==> config.mk <==
export PLATFORM = sky130hd
export DESIGN_NAME = fifo_rd_stream
export DESIGN_NICKNAME = d
export VERILOG_FILES = /design/src/rtl/fifo_pkg.sv /design/src/rtl/fifo_skid_buf.sv /design/src/rtl/fifo_rd_stream.sv
export SDC_FILE = /design/constraint.sdc
export NUM_CORES = 1
export LEC_CHECK = 0
export ABC_AREA = 1
export ABC_CLOCK_PERIOD_IN_PS = 3000
export CORE_UTILIZATION = 53
export CTS_CLUSTER_DIAMETER = 40
export DETAILED_ROUTE_END_ITERATION = 8
export PLACE_DENSITY = 0.84
export SLEW_MARGIN = 20
export SYNTH_ARGS = -nofsm -noshare
export SYNTH_HDL_FRONTEND = slang
export SYNTH_SLANG_ARGS = --single-unit
export TNS_END_PERCENT = 1
==> constraint.sdc <==
create_clock -name clk -period 3 [get_ports clk]
set_clock_uncertainty 0.1 [all_clocks]
set_input_delay 0.3 -clock clk [delete_from_list [all_inputs] [get_ports clk]]
set_output_delay 0.3 -clock clk [all_outputs]
set_load 0.02 [all_outputs]
==> src/rtl/fifo_pkg.sv <==
// Shared state type and sizing for the FIFO read-side stream engine.
package fifo_pkg;

    typedef enum logic [1:0] {IDLE, RUN, DRAIN} rd_state_e;

    localparam int SKID_DEPTH = 2;

endpackage

==> src/rtl/fifo_skid_buf.sv <==
// Two-entry in-order skid buffer holding words captured from the FIFO.
// Latency: a pushed word reaches the head the cycle after the push edge.
// Backpressure: none internally; the caller's credit rule keeps pushes off a full buffer.
module fifo_skid_buf
    import fifo_pkg::*;
#(
    parameter int DATA_WIDTH = 32
) (
    input  logic                  clk,
    input  logic                  rst,
    input  logic                  push_i,
    input  logic [DATA_WIDTH-1:0] push_dat_i,
    input  logic                  pop_i,
    output logic [1:0]            occ_o,
    output logic [DATA_WIDTH-1:0] head_dat_o
);

    logic [DATA_WIDTH-1:0] mem_q [SKID_DEPTH];
    logic                  wr_ptr_q;
    logic                  rd_ptr_q;
    logic [1:0]            occ_q;
    logic [1:0]            occ_d;

    always_comb begin
        occ_d = occ_q;
        case ({push_i, pop_i})
            2'b10:   occ_d = occ_q + 2'd1;
            2'b01:   occ_d = occ_q - 2'd1;
            default: occ_d = occ_q;
        endcase
    end

    always_ff @(posedge clk) begin
        if (rst) begin
            mem_q[0] <= '0;
            mem_q[1] <= '0;
            wr_ptr_q <= 1'b0;
            rd_ptr_q <= 1'b0;
            occ_q    <= 2'd0;
        end else begin
            if (push_i) begin
                mem_q[wr_ptr_q] <= push_dat_i;
                wr_ptr_q        <= ~wr_ptr_q;
            end
            if (pop_i) begin
                rd_ptr_q <= ~rd_ptr_q;
            end
            occ_q <= occ_d;
        end
    end

    assign occ_o      = occ_q;
    assign head_dat_o = mem_q[rd_ptr_q];

    // A capture landing on a full buffer would silently drop a word.
    assert property (@(posedge clk) disable iff (rst)
        !(push_i && occ_q == 2'(SKID_DEPTH)));

endmodule

==> src/rtl/fifo_rd_stream.sv <==
// Drains fifo_syn onto a valid/ready stream; word_cnt exists only with FIFO_RD_CNT_EN.
// Latency: first word RD_LATENCY+1 cycles after enable is sampled with the FIFO non-empty.
// Backpressure: m_ready low holds m_data; reads stop while buffered+in-flight words reach two.
module fifo_rd_stream
    import fifo_pkg::*;
#(
    parameter int DATA_WIDTH = 32,
    parameter int RD_LATENCY = 1
`ifdef FIFO_RD_CNT_EN
    , parameter int CNT_W    = 16
`endif
) (
    input  logic                  clk,
    input  logic                  rst,
    input  logic                  enable,
    input  logic                  fifo_empty,
    input  logic [DATA_WIDTH-1:0] fifo_data_out,
    output logic                  fifo_cs,
    output logic                  fifo_rd_en,
    output logic                  m_valid,
    output logic [DATA_WIDTH-1:0] m_data,
    input  logic                  m_ready,
    output logic                  busy
`ifdef FIFO_RD_CNT_EN
    , output logic [CNT_W-1:0]    word_cnt
`endif
);

    rd_state_e             state_q;
    rd_state_e             state_d;
    logic [RD_LATENCY-1:0] infl_q;
    logic [RD_LATENCY-1:0] infl_d;
    logic [1:0]            occ;
    logic [2:0]            credit_used;
    logic                  capture;
    logic                  pop;

    // Credit counts words already buffered plus words still travelling from the FIFO.
    assign credit_used = {1'b0, occ} + 3'($countones(infl_q));
    assign fifo_rd_en  = (state_q == RUN) && enable && !fifo_empty
                         && (credit_used < 3'(SKID_DEPTH));
    assign fifo_cs     = fifo_rd_en;
    assign infl_d      = (infl_q << 1) | RD_LATENCY'(fifo_rd_en);
    assign capture     = infl_q[RD_LATENCY-1];
    assign m_valid     = (occ != 2'd0);
    assign pop         = m_valid && m_ready;
    assign busy        = (state_q != IDLE);

    always_comb begin
        state_d = state_q;
        case (state_q)
            IDLE: begin
                if (enable) state_d = RUN;
            end
            RUN: begin
                if (!enable) state_d = (infl_q != '0 || occ != 2'd0) ? DRAIN : IDLE;
            end
            DRAIN: begin
                if (enable)                              state_d = RUN;
                else if (infl_q == '0 && occ == 2'd0)    state_d = IDLE;
            end
            default: state_d = IDLE;
        endcase
    end

    always_ff @(posedge clk) begin
        if (rst) begin
            state_q <= IDLE;
            infl_q  <= '0;
        end else begin
            state_q <= state_d;
            infl_q  <= infl_d;
        end
    end

    fifo_skid_buf #(
        .DATA_WIDTH (DATA_WIDTH)
    ) u_skid (
        .clk        (clk),
        .rst        (rst),
        .push_i     (capture),
        .push_dat_i (fifo_data_out),
        .pop_i      (pop),
        .occ_o      (occ),
        .head_dat_o (m_data)
    );

`ifdef FIFO_RD_CNT_EN
    logic [CNT_W-1:0] cnt_q;
    logic [CNT_W-1:0] cnt_d;

    assign cnt_d = pop ? cnt_q + CNT_W'(1) : cnt_q;

    always_ff @(posedge clk) begin
        if (rst) cnt_q <= '0;
        else     cnt_q <= cnt_d;
    end

    assign word_cnt = cnt_q;
`endif

endmodule

==> implementation parameters, run 1 <==
Parameter                              Value

GRT
  Number of global-route vias before repair    1,965
  Maximum number of pins on one net before global-route repair    33
  Wire length of the first global-routing pass    9110 um
  Antenna violations before repair    0
  Total routing usage reported by global routing    0.203
  Sum of overflow across all layers after global routing    0

Route
  Routed wire length on met2    2970 um
  DRC errors left    0
  DR WL met3    301 um
  Avg WL per Cell    13.9 um
  Highest signal layer in the routed design    met4
  Drt pass-1 iters    4
  Number of nets still failing antenna checks after routing    0
  Routed via count    2,059
  Wire length on met1    2330 um
  Vias per Instance    5.00
  DR iter-0 viols    103
  Sum of routed wire length over all layers    5710 um

Power and ir drop
  Part of the power in the clock network    0.322
  Net Switching    434 uW
  Power density over cell area    496 nW/um2
  Leakage power    1.68 nW
  Internal power contribution    1.56 mW
  Sequential share of power    0.571
  Combinational share of power    0.107
  Largest voltage drop on the vdd net    0.331 mV
  Switching portion of total power    0.218

Clocking
  Clk Latency, worst-skew pair    0.34 ns
  Clock Path Buffers    2
  Number of buffers created by CTS    9
  Total setup buffers inserted after CTS    0
  Post-cts hold buffer count    0
  Reg clk slew, reported paths    0.06 ns
  CTS resizes    0
  # H-tree levels    3
  TritonCTS clock tree    built
  Number of clock sinks seen by CTS    72
  Library cell used as clock root buffer    clkbuf_8

STA
  Worst-case headroom to the max-slew limit    0.471
  Worst slew pin tran    0.794 ns
  Final setup violation count    0
  Maximum clock frequency    0.389 GHz
  Share of the clock period used by the worst path    0.856
  Worst Slack Setup Final    0.431 ns
  Total Negative Setup Slacks    0 ns
  Final min period    2.57 ns
  Hold Fails Final Rpt    0
  Setup repair after global routing missed its margin    false
  Final slew viol count    0

Placed design
  HPWL Detailed    3790 um
  Count of input and output buffers    72
  Post-Place Cell Area    3860 um2
  Placed cell count    396
  Routability cong.    0.772
  Post-placement worst setup slack    0.766 ns

Yosys
  Cell area after synthesis    3110 um2
  Number of synthesized register bits    72
  Register area share after synthesis    0.670
  Ys Warns    0
  Mapped Cells    259
  Net count after synthesis    297
  Distinct cell type count after synthesis    21
  Post-Synthesis Mean Instance Area    12.0 um2

Floorplan
  Number of cell rows    27
  Top-Level Pins    73
  Core area    5570 um2
  Die outline area    6170 um2
  Height of the chip    78.6 um
  Initial Utilization    0.557
  Chip Width    78.6 um

Setup path
  Endpoint kind of the worst setup timing path    primary output
  Worst flop-to-flop path startpoint    capture
  Cell depth of the worst flop-to-flop path    5
  Critical path's slowest cell    dfxtp_2
  Critical path startpoint category    register
  End of the worst register-to-register path    u_skid.mem_q[0][28]
  Worst stage delay on the critical path    0.85 ns
  Critical-path cell list    mux2_2 > clkdlybuf4s50_1
  Type of the setup path with the least slack    register to primary output
  Data required time of the critical path    2.60 ns
  FF-to-FF setup slack    1.23 ns
  Data arrival time of the worst path    2.17 ns
  Largest fanout on the critical path    32

Cells and area
  Post-layout instance area    4020 um2
  Count of inserted antenna diode cells    0
  Final instance count without filler cells    412
  Area growth from synthesis to final layout    29.4%
  Ratio of cells with drive above 1 in the final layout    0.147
  Final #Nets    373

Worst hold path
  Kind of path behind the tightest hold check    register to register
  Number of cells on the worst hold path    2
  Start point of the worst min-delay path    u_skid.rd_ptr_q

Status
  Outcome    finished clean

Job
  Max-capacitance violation count    0
state kept, by name, indices dropped and copies added, names as in the netlist, named ones only:
| register | cells |
|---|---|
| capture | 1 |
| state_q | 2 |
| u_skid.mem_q | 64 |
| u_skid.wr_ptr_q | 1 |
| u_skid.rd_ptr_q | 1 |
| u_skid.occ_o | 2 |
routing by layer:
layer | track usage | vias up
met3 | 0.0442 | 13
li1 | - | 988
met4 | 0.100 | 0
met5 | 0 | -
met1 | 0.246 | 993
met2 | 0.342 | 65
per-stage QoR:
stage / hold slack, ns / utilization / power, mW
after CTS: 0.412 / 0.721 / 2.01
final: 0.416 / 0.721 / 1.99
after global routing: 0.438 / 0.721 / 2.06
after global placement: 0.379 / 0.692 / 1.37
after floorplan: 0.278 / - / 1.26
after detailed placement: 0.397 / 0.692 / 1.37
cell type report:
type | count | area (um2)
multi-input combinational | 133 | 772
timing repair buffer | 76 | 751
sequential | 72 | 2080
clock buffer | 15 | 156
fill | 410 | 1560
clock inverter | 1 | 5.00
tap | 72 | 90.1
inverter | 43 | 161
synth_stat cells:
cell / instances / area, um2
clkbuf_2: 1 / 5.00
o21ai_0: 3 / 15.0
dfxtp_1: 8 / 160
edfxtp_1: 64 / 1920
inv_1: 41 / 154
nand2_2: 1 / 6.26
nand4_1: 1 / 6.26
a21oi_1: 1 / 5.00
mux2_1: 2 / 22.5
inv_2: 1 / 3.75
buf_4: 7 / 52.6
clkinv_1: 1 / 3.75
buf_6: 3 / 33.8
nand3_2: 1 / 10.0
nand3_1: 2 / 10.0
ha_1: 1 / 12.5
nand2_1: 13 / 48.8
nor3_1: 2 / 10.0
mux2_2: 30 / 338
nor2_1: 75 / 282
nor2_2: 1 / 6.26
placed cells by master (no fill, tap or decap):
cell / count
a21oi_1: 1
buf_4: 4
clkbuf_1: 5
clkbuf_8: 10
clkdlybuf4s50_1: 72
clkinv_1: 1
clkinv_2: 1
dfxtp_1: 7
dfxtp_2: 1
edfxtp_1: 64
ha_1: 1
inv_1: 41
inv_2: 1
mux2_1: 2
mux2_2: 30
nand2_1: 13
nand2_2: 1
nand3_1: 2
nand3_2: 1
nand4_1: 1
nor2_1: 75
nor2_2: 1
nor3_1: 2
o21ai_0: 3
power by group through the flow:
stage / clock network, mW / logic, mW / registers, mW
global placement: 0 / 0.211 / 1.16
CTS: 0.654 / 0.217 / 1.14
global route: 0.691 / 0.231 / 1.14
floorplan: 0 / 0.110 / 1.15
finish: 0.641 / 0.214 / 1.14
detailed placement: 0 / 0.214 / 1.16
critical path: cells and delay by family (launching register included):
kind	cells	cell delay, ns
DFF	1	0.85
buffers and inverters	1	0.56
muxes	1	0.42
worst max path at each step:
stage / start / to / slack [ns] / depth (start not counted)
final: register / m_data[30] / 0.43 / 2
after floorplan: capture / u_skid.mem_q[0][0] / 1.04 / 5
after global routing: register / m_data[22] / 0.35 / 2
after detailed placement: rst / u_skid.mem_q[1][4] / 0.77 / 5
after global placement: register / m_data[22] / 0.78 / 2
after CTS: register / m_data[30] / 0.40 / 2
kinds of logic (layout without fill, tap and decap cells):
| kind of cell | after synthesis | count (layout) | share of synthesized area |
|---|---|---|---|
| fa+ha+maj | 1 | 1 | 0.00403 |
| compound gates | 4 | 4 | 0.00644 |
| mux | 32 | 32 | 0.116 |
| simple gates | 96 | 96 | 0.122 |
| buf+inv | 54 | 135 | 0.0813 |
| flops | 72 | 72 | 0.670 |
Note: power is estimated with default switching activity, not from simulation.
==> inputs of run 2 (changes only) <==
--- a/config.mk
+++ b/config.mk
@@ -6,11 +6,11 @@
 export NUM_CORES = 1
 export LEC_CHECK = 0
 export ABC_AREA = 1
-export ABC_CLOCK_PERIOD_IN_PS = 3000
-export CORE_UTILIZATION = 53
+export ABC_CLOCK_PERIOD_IN_PS = 2650
+export CORE_UTILIZATION = 49
 export CTS_CLUSTER_DIAMETER = 40
 export DETAILED_ROUTE_END_ITERATION = 8
-export PLACE_DENSITY = 0.84
+export PLACE_DENSITY = 0.79
 export SLEW_MARGIN = 20
 export SYNTH_ARGS = -nofsm -noshare
 export SYNTH_HDL_FRONTEND = slang
==> constraint.sdc (replaced) <==
create_clock -name clk -period 2.65 [get_ports clk]
set_clock_uncertainty 0.1 [all_clocks]
set_input_delay 0.265 -clock clk [delete_from_list [all_inputs] [get_ports clk]]
set_output_delay 0.265 -clock clk [all_outputs]
set_load 0.02 [all_outputs]
==> run 2 against run 1 <==
Core utilization decreased by 4.3 points. Count of clock-buffer cells in the layout decreased by 4. Register-to-register slack worse by 0.16 ns. First-iteration DRC count is 5.8% higher. Total power rose by 18%. Sequential cell count stayed put. Critical endpoint is now m_data[7]. Largest power group unchanged. Highest routed layer unchanged.
==> implementation parameters, run 2 (synthesis results as in run 1) <==
Parameter                              Value

GRT
  Number of global-route vias before repair    1,996
  Sum of overflow across all layers after global routing    0
  Total routing usage reported by global routing    0.189
  Maximum number of pins on one net before global-route repair    34
  Antenna violations before repair    0
  Wire length of the first global-routing pass    9010 um

Cells and area
  Register bank with the most flops    u_skid.mem_q
  Sequential standard cell area    2080 um2
  Area growth from synthesis to final layout    31.6%
  Ratio of cells with drive above 1 in the final layout    0.157
  Leading cell types in the layout, fill and taps excluded    75 x nor2_1, 72 x clkdlybuf4s50_1, 64 x edfxtp_1, 41 x inv_1, 30 x mux2_2
  Most common library cell in the layout ignoring fill and taps    nor2_1
  Multi-input gate area in the final layout    772 um2
  Final instance count without filler cells    418
  Final core utilization    0.678
  Count of inserted antenna diode cells    0
  Layout fillers    478
  Largest register FFs    64
  Final #Nets    376

Route
  Avg WL per Cell    13.6 um
  DR iter-0 viols    109
  Routed via count    2,026
  DRC errors left    0
  Vias per Instance    4.85
  Number of nets still failing antenna checks after routing    0
  Drt pass-1 iters    4
  Sum of routed wire length over all layers    5680 um

Placed design
  Placed cell count    402
  Routability cong.    0.741
  Count of input and output buffers    72
  HPWL Detailed    3820 um

STA
  Worst slew pin tran    0.358 ns
  Setup repair after global routing missed its margin    false
  Final setup violation count    0
  Maximum clock frequency    0.430 GHz
  Final min period    2.33 ns
  Final slew viol count    0
  Worst-case headroom to the max-slew limit    0.761
  Share of the clock period used by the worst path    0.878
  Hold Fails Final Rpt    0
  Total Negative Setup Slacks    0 ns

Setup path
  Data arrival time of the worst path    1.96 ns
  Worst flop-to-flop path startpoint    capture
  Type of the setup path with the least slack    register to primary output
  Endpoint kind of the worst setup timing path    primary output
  Data required time of the critical path    2.29 ns
  Critical path startpoint category    register
  Critical-path cell list    buf_12 > mux2_2 > clkdlybuf4s50_1
  Largest fanout on the critical path    23
  Worst stage delay on the critical path    0.54 ns
  Critical path's slowest cell    clkdlybuf4s50_1

Clocking
  Clock Path Buffers    2
  Library cell used as clock root buffer    clkbuf_8
  Number of buffers created by CTS    9
  # H-tree levels    3
  CTS resizes    0
  Total setup buffers inserted after CTS    0
  TritonCTS clock tree    built
  Clk Latency, worst-skew pair    0.33 ns
  Post-cts hold buffer count    0
  Number of clock sinks seen by CTS    72
  Reg clk slew, reported paths    0.07 ns

Floorplan
  Height of the chip    81.6 um
  Die outline area    6660 um2
  Top-Level Pins    73
  Initial Utilization    0.516
  Number of cell rows    28
  Chip Width    81.6 um
  Core area    6030 um2

Worst hold path
  Start point of the worst min-delay path    u_skid.occ_o[1]
  Kind of path behind the tightest hold check    register to register

Power and ir drop
  Power density over cell area    574 nW/um2
  Part of the power in the clock network    0.346
  Sequential share of power    0.546
  Internal power contribution    1.83 mW
  Largest voltage drop on the vdd net    0.451 mV
  Switching portion of total power    0.220
  Leakage power    1.71 nW
  Net Switching    515 uW
  Overall power consumption    2.35 mW
  Combinational share of power    0.108

Status
  Outcome    finished clean

Job
  Max-capacitance violation count    0
## run 2: critical path: cells and delay by family (launching register included)
| kind | cells | cell delay, ns |
|---|---|---|
| buffers and inverters | 2 | 0.76 |
| flip-flops | 1 | 0.50 |
| multiplexers | 1 | 0.36 |
## run 2: layout make-up
class | instances | area share
clock buffer | 11 | 0.0321
clock inverter | 5 | 0.0116
timing repair buffer | 79 | 0.195
multi-input combinational | 133 | 0.189
inverter | 43 | 0.0395
sequential | 72 | 0.510
tap | 75 | 0.0230
## run 2: final timing paths
kind / endpoint / slack, ns / depth (start not counted)
worst max-delay path: m_data[7] / 0.32 / 3
worst min-delay path: u_skid.occ_o[1] / 0.40 / 2
worst max register to register: u_skid.mem_q[1][12] / 1.07 / 3
worst min register to register: u_skid.occ_o[1] / 0.40 / 2
## run 2: power by group through the flow
stage	logic (mW)	registers [mW]	clock network, mW
6_report	0.253	1.28	0.811
5_1_grt	0.273	1.28	0.874
4_1_cts	0.256	1.28	0.818
3_5_place_dp	0.254	1.31	0
3_3_place_gp	0.252	1.30	0
2_1_floorplan	0.125	1.30	0
## run 2: routing by layer
layer / GRT usage / vias up / wire [um] / part of all wire
met2: 0.332 / 52 / 3000 / 0.53
met4: 0.0930 / 0 / 95 / 0.017
met1: 0.215 / 961 / 2350 / 0.41
met3: 0.0478 / 12 / 235 / 0.041
li1: - / 1001 / - / -
met5: 0 / - / 0 / 0
## run 2: per-stage QoR
stage / hold WS, ns / cell area, um2 / setup WS (ns)
floorplan: 0.243 / 3110 / 0.694
global placement: 0.376 / 3910 / 0.654
detailed placement: 0.394 / 3910 / 0.613
CTS: 0.397 / 4090 / 0.301
global route: 0.433 / 4090 / 0.249
finish: 0.403 / 4090 / 0.323
